## src/rtl/alu_control_unit_pkg.sv

```systemverilog
// Shared definitions for the shift/add multiply, restoring divide ALU sequencer:
// state encoding, op codes, control-word bit positions and iteration limits.
package alu_control_unit_pkg;

    typedef enum logic [3:0] {
        S_IDLE,
        S_LD_Q,
        S_LD_M,
        S_EXEC,
        S_CLR_A,
        S_MUL_ADD,
        S_MUL_SHF,
        S_DIV_SHF,
        S_DIV_SUB,
        S_DIV_FIX,
        S_DONE
    } state_t;

    localparam logic [1:0] OP_ADD = 2'b00;
    localparam logic [1:0] OP_SUB = 2'b01;
    localparam logic [1:0] OP_MUL = 2'b10;
    localparam logic [1:0] OP_DIV = 2'b11;

    localparam int CTRL_W   = 11;
    localparam int C_LOAD_Q = 0;
    localparam int C_LOAD_M = 1;
    localparam int C_LOAD_A = 2;
    localparam int C_SUB    = 3;
    localparam int C_SHIFT  = 4;
    localparam int C_COUNT  = 5;
    localparam int C_BIT_IN = 6;
    localparam int C_CLR_A  = 7;
    localparam int C_SET_Q0 = 8;

    localparam logic [1:0] OPND_NONE = 2'b00;
    localparam logic [1:0] OPND_Q    = 2'b01;
    localparam logic [1:0] OPND_M    = 2'b10;

    localparam logic [2:0] ITER_LAST = 3'd7;

endpackage

```

## src/rtl/alu_control_unit.sv

```systemverilog
// Sequencer for an 8-bit add/sub/mul/div datapath; drives the c0..c10 control word.
// Optional macro ALU_CTRL_DBZ_EN: divide by zero terminates early with err.
module alu_control_unit
    import alu_control_unit_pkg::*;
(
    input  logic              clk,
    input  logic              rst,
    input  logic              start,
    input  logic [1:0]        op,
    input  logic              q0,
    input  logic              a_msb,
    input  logic              m_zero,
    output logic [CTRL_W-1:0] ctrl,
    output logic [1:0]        opnd_sel,
    output logic              busy,
    output logic              done,
    output logic              err
);

    state_t     state;
    state_t     next;
    logic [2:0] iter_cnt;
    logic [1:0] op_r;
    logic       dbz;

    always_ff @(posedge clk or negedge rst) begin
        if (!rst) begin
            state    <= S_IDLE;
            iter_cnt <= 3'd0;
            op_r     <= OP_ADD;
        end else begin
            state <= next;
            if (state == S_IDLE && start) begin
                op_r <= op;
            end
            // Counter wraps 7->0 exactly on the terminating iteration.
            if (state == S_CLR_A) begin
                iter_cnt <= 3'd0;
            end else if (state == S_MUL_SHF || state == S_DIV_FIX) begin
                iter_cnt <= iter_cnt + 3'd1;
            end
        end
    end

`ifdef ALU_CTRL_DBZ_EN
    logic dbz_r;

    assign dbz = (op_r == OP_DIV) && m_zero;

    always_ff @(posedge clk or negedge rst) begin
        if (!rst) begin
            dbz_r <= 1'b0;
        end else if (state == S_CLR_A) begin
            dbz_r <= dbz;
        end else if (state == S_IDLE) begin
            dbz_r <= 1'b0;
        end
    end

    assign err = (state == S_DONE) && dbz_r;
`else
    logic unused_m_zero;

    assign unused_m_zero = m_zero;
    assign dbz           = 1'b0;
    assign err           = 1'b0;
`endif

    always_comb begin
        next     = state;
        ctrl     = '0;
        opnd_sel = OPND_NONE;
        busy     = (state != S_IDLE);
        done     = 1'b0;
        case (state)
            S_IDLE: begin
                if (start) next = S_LD_Q;
            end
            S_LD_Q: begin
                ctrl[C_LOAD_Q] = 1'b1;
                opnd_sel       = OPND_Q;
                next           = S_LD_M;
            end
            S_LD_M: begin
                ctrl[C_LOAD_M] = 1'b1;
                opnd_sel       = OPND_M;
                next           = op_r[1] ? S_CLR_A : S_EXEC;
            end
            S_EXEC: begin
                ctrl[C_SUB] = op_r[0];
                next        = S_DONE;
            end
            S_CLR_A: begin
                ctrl[C_CLR_A] = 1'b1;
                if (dbz)                 next = S_DONE;
                else if (op_r == OP_MUL) next = S_MUL_ADD;
                else                     next = S_DIV_SHF;
            end
            S_MUL_ADD: begin
                ctrl[C_LOAD_A] = q0;
                next           = S_MUL_SHF;
            end
            S_MUL_SHF: begin
                ctrl[C_SHIFT] = 1'b1;
                ctrl[C_COUNT] = 1'b1;
                next          = (iter_cnt == ITER_LAST) ? S_DONE : S_MUL_ADD;
            end
            S_DIV_SHF: begin
                ctrl[C_SHIFT] = 1'b1;
                next          = S_DIV_SUB;
            end
            S_DIV_SUB: begin
                ctrl[C_LOAD_A] = 1'b1;
                ctrl[C_SUB]    = 1'b1;
                next           = S_DIV_FIX;
            end
            S_DIV_FIX: begin
                // Negative partial remainder: add M back; otherwise record a quotient 1.
                ctrl[C_COUNT] = 1'b1;
                if (a_msb) ctrl[C_LOAD_A] = 1'b1;
                else       ctrl[C_SET_Q0] = 1'b1;
                next = (iter_cnt == ITER_LAST) ? S_DONE : S_DIV_SHF;
            end
            S_DONE: begin
                done = 1'b1;
                next = S_IDLE;
            end
            default: begin
                next = S_IDLE;
            end
        endcase
    end

endmodule

```

## config.mk

```make
export PLATFORM = sky130hd
export DESIGN_NAME = alu_control_unit
export DESIGN_NICKNAME = d
export VERILOG_FILES = /design/src/rtl/alu_control_unit_pkg.sv /design/src/rtl/alu_control_unit.sv
export SDC_FILE = /design/constraint.sdc
export NUM_CORES = 1
export LEC_CHECK = 0
export CELL_PAD_IN_SITES_DETAIL_PLACEMENT = 0
export CELL_PAD_IN_SITES_GLOBAL_PLACEMENT = 1
export CORE_ASPECT_RATIO = 0.6
export CORE_MARGIN = 4
export CORE_UTILIZATION = 30
export CTS_BUF_LIST = sky130_fd_sc_hd__clkbuf_4 sky130_fd_sc_hd__clkbuf_8
export DETAILED_ROUTE_END_ITERATION = 6
export GPL_TIMING_DRIVEN = 0
export PLACE_DENSITY = 0.8
export SYNTH_ARGS = -nofsm -noshare
export SYNTH_HDL_FRONTEND = slang
export SYNTH_SLANG_ARGS = --single-unit
```

## constraint.sdc

```tcl
create_clock -name clk -period 2.12 [get_ports clk]
set_clock_uncertainty 0.2 [all_clocks]
set_input_delay 0.53 -clock clk [delete_from_list [all_inputs] [get_ports clk]]
set_output_delay 0.53 -clock clk [all_outputs]
set_load 0.01 [all_outputs]
```

Yosys cells after proc, flatten, opt, wreduce, memory -nomap -nowiden
Cells that the tools add are included.
{"block": "word_totals", "reg_bits": 9, "latchBits": 0, "mem_bits_rw": 0, "romBits": 0, "out_inout_bits": 16, "word_cells": 44, "memories": 0}
{"block": "op_classes", "addsub": 1, "multipliers": 0, "div": 0, "magnitude_cmp": 0, "n_eq_ne": 13, "shift": 0, "mux": 20, "n_bitwise": 0, "n_reduce_logical": 7}
{"op": "case mux 4 bit (10 select lines)", "count": 1}
{"op": "equality test 4 x 3 -> 1 bit (second input constant)", "count": 4}
{"op": "equality test 4 bit (second input constant)", "count": 3}
{"op": "2-to-1 mux 4 bit", "count": 3}
{"op": "2-to-1 mux 1 bit", "count": 9}
{"op": "2-to-1 mux 3 bit", "count": 3}
{"op": "equality test 4 x 2 -> 1 bit (second input constant)", "count": 2}
{"op": "equality test 4 x 1 -> 1 bit (second input constant)", "count": 1}
{"op": "zero test 4 bit", "count": 1}
{"op": "case mux 2 bit (2 select lines)", "count": 1}
{"op": "nonzero test 4 bit", "count": 1}
{"op": "OR reduction 2 bit", "count": 2}
{"op": "adder 3 x 1 -> 3 bit (second input constant)", "count": 1}
{"op": "equality test 3 bit (second input constant)", "count": 1}
{"op": "case mux 1 bit (3 select lines)", "count": 1}
{"op": "equality test 2 bit (second input constant)", "count": 1}
{"op": "2-to-1 mux 2 bit", "count": 1}
{"op": "inequality test 2 bit (second input constant)", "count": 1}
{"op": "case mux 1 bit (2 select lines)", "count": 1}
{"op": "nonzero test 2 bit", "count": 1}
{"op": "logical AND 1 bit", "count": 1}
{"op": "logical OR 1 bit", "count": 1}

Depth between registers and ports, before layout
{"block": "logic_depth", "depth_word": 4, "depth_mapped": 5, "ltp_nobuf": 5}

Worst setup path after synthesis
OpenSTA, ideal clock, no wires.
{"block": "synth_path", "kind": "register -> output", "from": "register state[1]", "to": "output opnd_sel[0]", "t_arrival_ns": 1.424, "t_required_ns": 1.390, "slack_ns": -0.034, "stages_incl_launch_ff": 5, "cell_sequence": "dfrtp_1 buf_6 buf_2 nor4_1 buf_4"}
{"block": "synth_between", "elab_chain_cells": 2, "elab_cells_between_ends": 3, "classes_between": "eq/ne: 2; mux: 1"}
{"item": "start: declaration", "line": "alu_control_unit.sv:20", "rtl": "state_t state;"}
{"item": "start signal: assignment", "line": "alu_control_unit.sv:32", "rtl": "state <= next;"}
{"item": "equality test 4 x 2 -> 1 bit / equality test 4 x 1 -> 1 bit (equally long branches)", "line": "alu_control_unit.sv:75", "rtl": "case (state)"}
{"item": "case mux 2 bit (2 select lines) *", "line": "alu_control_unit.sv:75"}
{"item": "end: declaration", "line": "alu_control_unit.sv:14", "rtl": "output logic [1:0] opnd_sel,"}
Every way passes the cells marked *; elsewhere a longest branch is shown, timed or not.

Worst setup path in the final report
{"block": "layout_path", "from": "register state[3]", "to": "output busy"}
{"block": "layout_between", "elab_chain_cells": 1}
{"item": "nonzero test 4 bit", "line": "alu_control_unit.sv:73", "rtl": "busy = (state != S_IDLE);"}
{"item": "end: declaration", "line": "alu_control_unit.sv:15", "rtl": "output logic busy,"}
Every way passes these cells.

==> flow_summary.json <==
{
  "status": "complete, but fails checks",
  "violations": "setup timing",
  "dieArea_sq_um": 3350,
  "dp_cells": 135,
  "top_layer": "met4",
  "hold_viol": 0,
  "crit_chain": "buf_6 > or4_4 > buf_6",
  "crit_path_max_incr_delay_ns": 0.56,
  "io_pins": 24,
  "hold_path.class": "flop to flop",
  "gp_congestion": 0.780,
  "crit_arrival_ns": 1.46,
  "power_leakage_nw": 0.542,
  "min_period_ns": 2.19,
  "syn_area_per_cell_sq_um": 8.80,
  "ys_seq_area_share_pct": 30.5,
  "critPathMaxFanout": 3,
  "fmax_mhz": 457,
  "synth.distinct_cells": 32,
  "grt_pass1_vias": 723,
  "cts.sinks": 9,
  "layout.cells.non_filler": 153,
  "diodes": 0,
  "drv_slew": 0,
  "wl_um": 2150,
  "dpl_worst_slack_ns": -0.476,
  "fillCellCount": 205,
  "rsz0062_at_grt": "yes",
  "viasPerCell": 5.00,
  "die_h_um": 46.5,
  "grt_max_degree": 11,
  "row_count": 13,
  "syn_to_final_growth_pct": 64.0,
  "cts_tree": "done",
  "layout.nets": 134,
  "synth-async-reset-ratio_pct": 100,
  "wire_per_inst_um": 14.0,
  "setup_viol": 3,
  "final_area_sq_um": 1210,
  "htree_num_levels": 1,
  "wl_met2_um": 918,
  "met3_wirelength_um": 199,
  "start_kind": "flop",
  "overflow": 0,
  "ys_ff_latch": 9,
  "max_cap_violations": 0,
  "cts-root-buf": "clkbuf_8",
  "synth-edff-count": 0,
  "endpoint_kind": "output pin",
  "slowest_stage": "or4_4",
  "layout_setup_ws_ns": -0.0661,
  "track_usage_pct": 13.9,
  "hold_slack_ns": 0.340,
  "firstDrtPassIters": 4,
  "critPathKind": "flop to output pin",
  "met1_length_um": 1010,
  "routed-via-count": 765,
  "path_buf_inv": 2,
  "syn_inst": 84,
  "netlist_area_sq_um": 739,
  "cts_made_buffers": 3,
  "clock_latency_ns": 0.23,
  "vdd_ir_drop_max_mv": 0.606,
  "setup-tns-final_ns": -0.117,
  "drive_gt1_share_pct": 47.2,
  "port_buffers": 18,
  "grt_antenna_before_repair": 0,
  "finalPower_mw": 1.79,
  "ant_nets": 0,
  "ys.flop_type": "dfrtp_1",
  "worstPathRequired_ns": 1.39,
  "multi_input_area_sq_um": 503,
  "powerDensity_nw_per_um2": 1480,
  "drt_iter0_drc": 38,
  "grt_pass1_wl_um": 3490,
  "cpMostUsedCell": "buf_6",
  "crit_family": "simple AND/OR/NAND/NOR gates",
  "yosysWarningCount": 0,
  "placedInstanceArea_sq_um": 975,
  "dp_hpwl_um": 1420,
  "path_clk_slew_ns": 0.05,
  "drc_errors": 0,
  "start_util_pct": 32.7,
  "seq_area_sq_um": 226,
  "fin_util_pct": 53.6,
  "coreArea_sq_um": 2260,
  "die_w_um": 72.1,
  "fin_crit_sh_pct": 103,
  "clk_path_buf_depth": 2
}
[Yosys cell counts, drive strengths merged, types with 2 or more instances]
master   instances  area, sq um
a21oi            6         30.0
and4bb           2         25.0
nor3             4         20.0
o21ai            7         38.8
nand4bb          2         22.5
ha               2         25.0
nand2b           2         12.5
dfrtp            9          225
nand4b           2         17.5
buf             13         88.8
nor3b            3         22.5
nor2             5         18.8
inv              2         7.51
mux2             2         22.5
nand3            3         15.0
nor2b            3         18.8
a21boi           2         15.0
a31oi            2         12.5
nand2            4         15.0
[cells by family (layout without fill, tap and decap cells)]
| family | after synthesis | count (layout) | share of synthesized area (%) |
|---|---|---|---|
| simple gates | 33 | 33 | 31.0 |
| compound gates | 22 | 22 | 18.6 |
| buf+inv | 15 | 51 | 13.0 |
| flops | 9 | 9 | 30.5 |
| fa+ha+maj | 2 | 2 | 3.38 |
| mux | 2 | 2 | 3.05 |
| other cells | 1 | 4 | 0.507 |
[flip-flops by register name, summed over array words and instances (netlist names)]
register / flops
iter_cnt: 3
op_r: 2
state: 4
[power breakdown]
part / switching [mW] / internal (mW) / leakage [nW]
clock network: 0.0705 / 0.144 / 0.0262
registers: 0.0568 / 0.253 / 0.112
logic: 0.596 / 0.669 / 0.404
total: 0.724 / 1.07 / 0.542
[worst register-to-register path: stages (launching register included)]
cell and delay [ns]:
dfrtp_1 0.39, buf_6 0.13, or4_4 0.56, buf_4 0.16
o21ai_2 0.09, a21oi_1 0.05
[cell usage in the layout, fill, tap and decap left out, types with 2 or more instances in the layout]
master	count
nand3_1	3
nor2b_1	2
o21ai_0	5
nand4bb_4	2
nor2_1	5
ha_1	2
clkbuf_2	2
dlygate4sd2_1	2
nand2_1	3
dfrtp_1	8
nand4b_1	2
buf_8	2
a21oi_1	6
buf_2	6
and4bb_2	2
mux2_2	2
clkdlybuf4s50_1	4
nand2b_1	2
buf_4	19
nor3_1	3
nor3b_1	2
buf_6	9
a31oi_1	2
conb_1	4
clkbuf_8	3
[metal layers]
metal | track usage [%] | vias up
li1 | - | 376
met1 | 19.2 | 348
met2 | 21.5 | 39
met3 | 3.70 | 2
met4 | 3.37 | 0
met5 | 0 | -
[timing repair]
| item | 4_1_cts | 5_1_grt |
|---|---|---|
| hold buffers | 0 | 0 |
| pin swaps | 4 | 2 |
| setup buffers | 10 | 5 |
| gates resized for setup | 67 | 12 |
| setup endpoints to repair | 12 | 12 |
[worst paths after layout]
check | start | to | slack (ns) | depth (start not counted)
hold / removal | iter_cnt[1] | iter_cnt[1] | 0.34 | 2
max in group asynchronous | rst | state[0] | 1.00 | 1
setup reg to reg | state[3] | state[0] | 0.42 | 5
setup / recovery | state[3] | busy | -0.07 | 3
min in group asynchronous | rst | iter_cnt[1] | 0.40 | 1
hold reg to reg | iter_cnt[1] | iter_cnt[1] | 0.34 | 2
[area by class of cell]
cell class | instances | share of cell area (%)
Buffer | 12 | 9.60
Clock buffer | 4 | 4.02
Inverter | 2 | 1.24
Multi-Input combinational cell | 63 | 41.5
Sequential cell | 9 | 18.7
Tap cell | 30 | 3.10
Timing Repair Buffer | 33 | 21.9
Power figures use the tool's default switching activity.
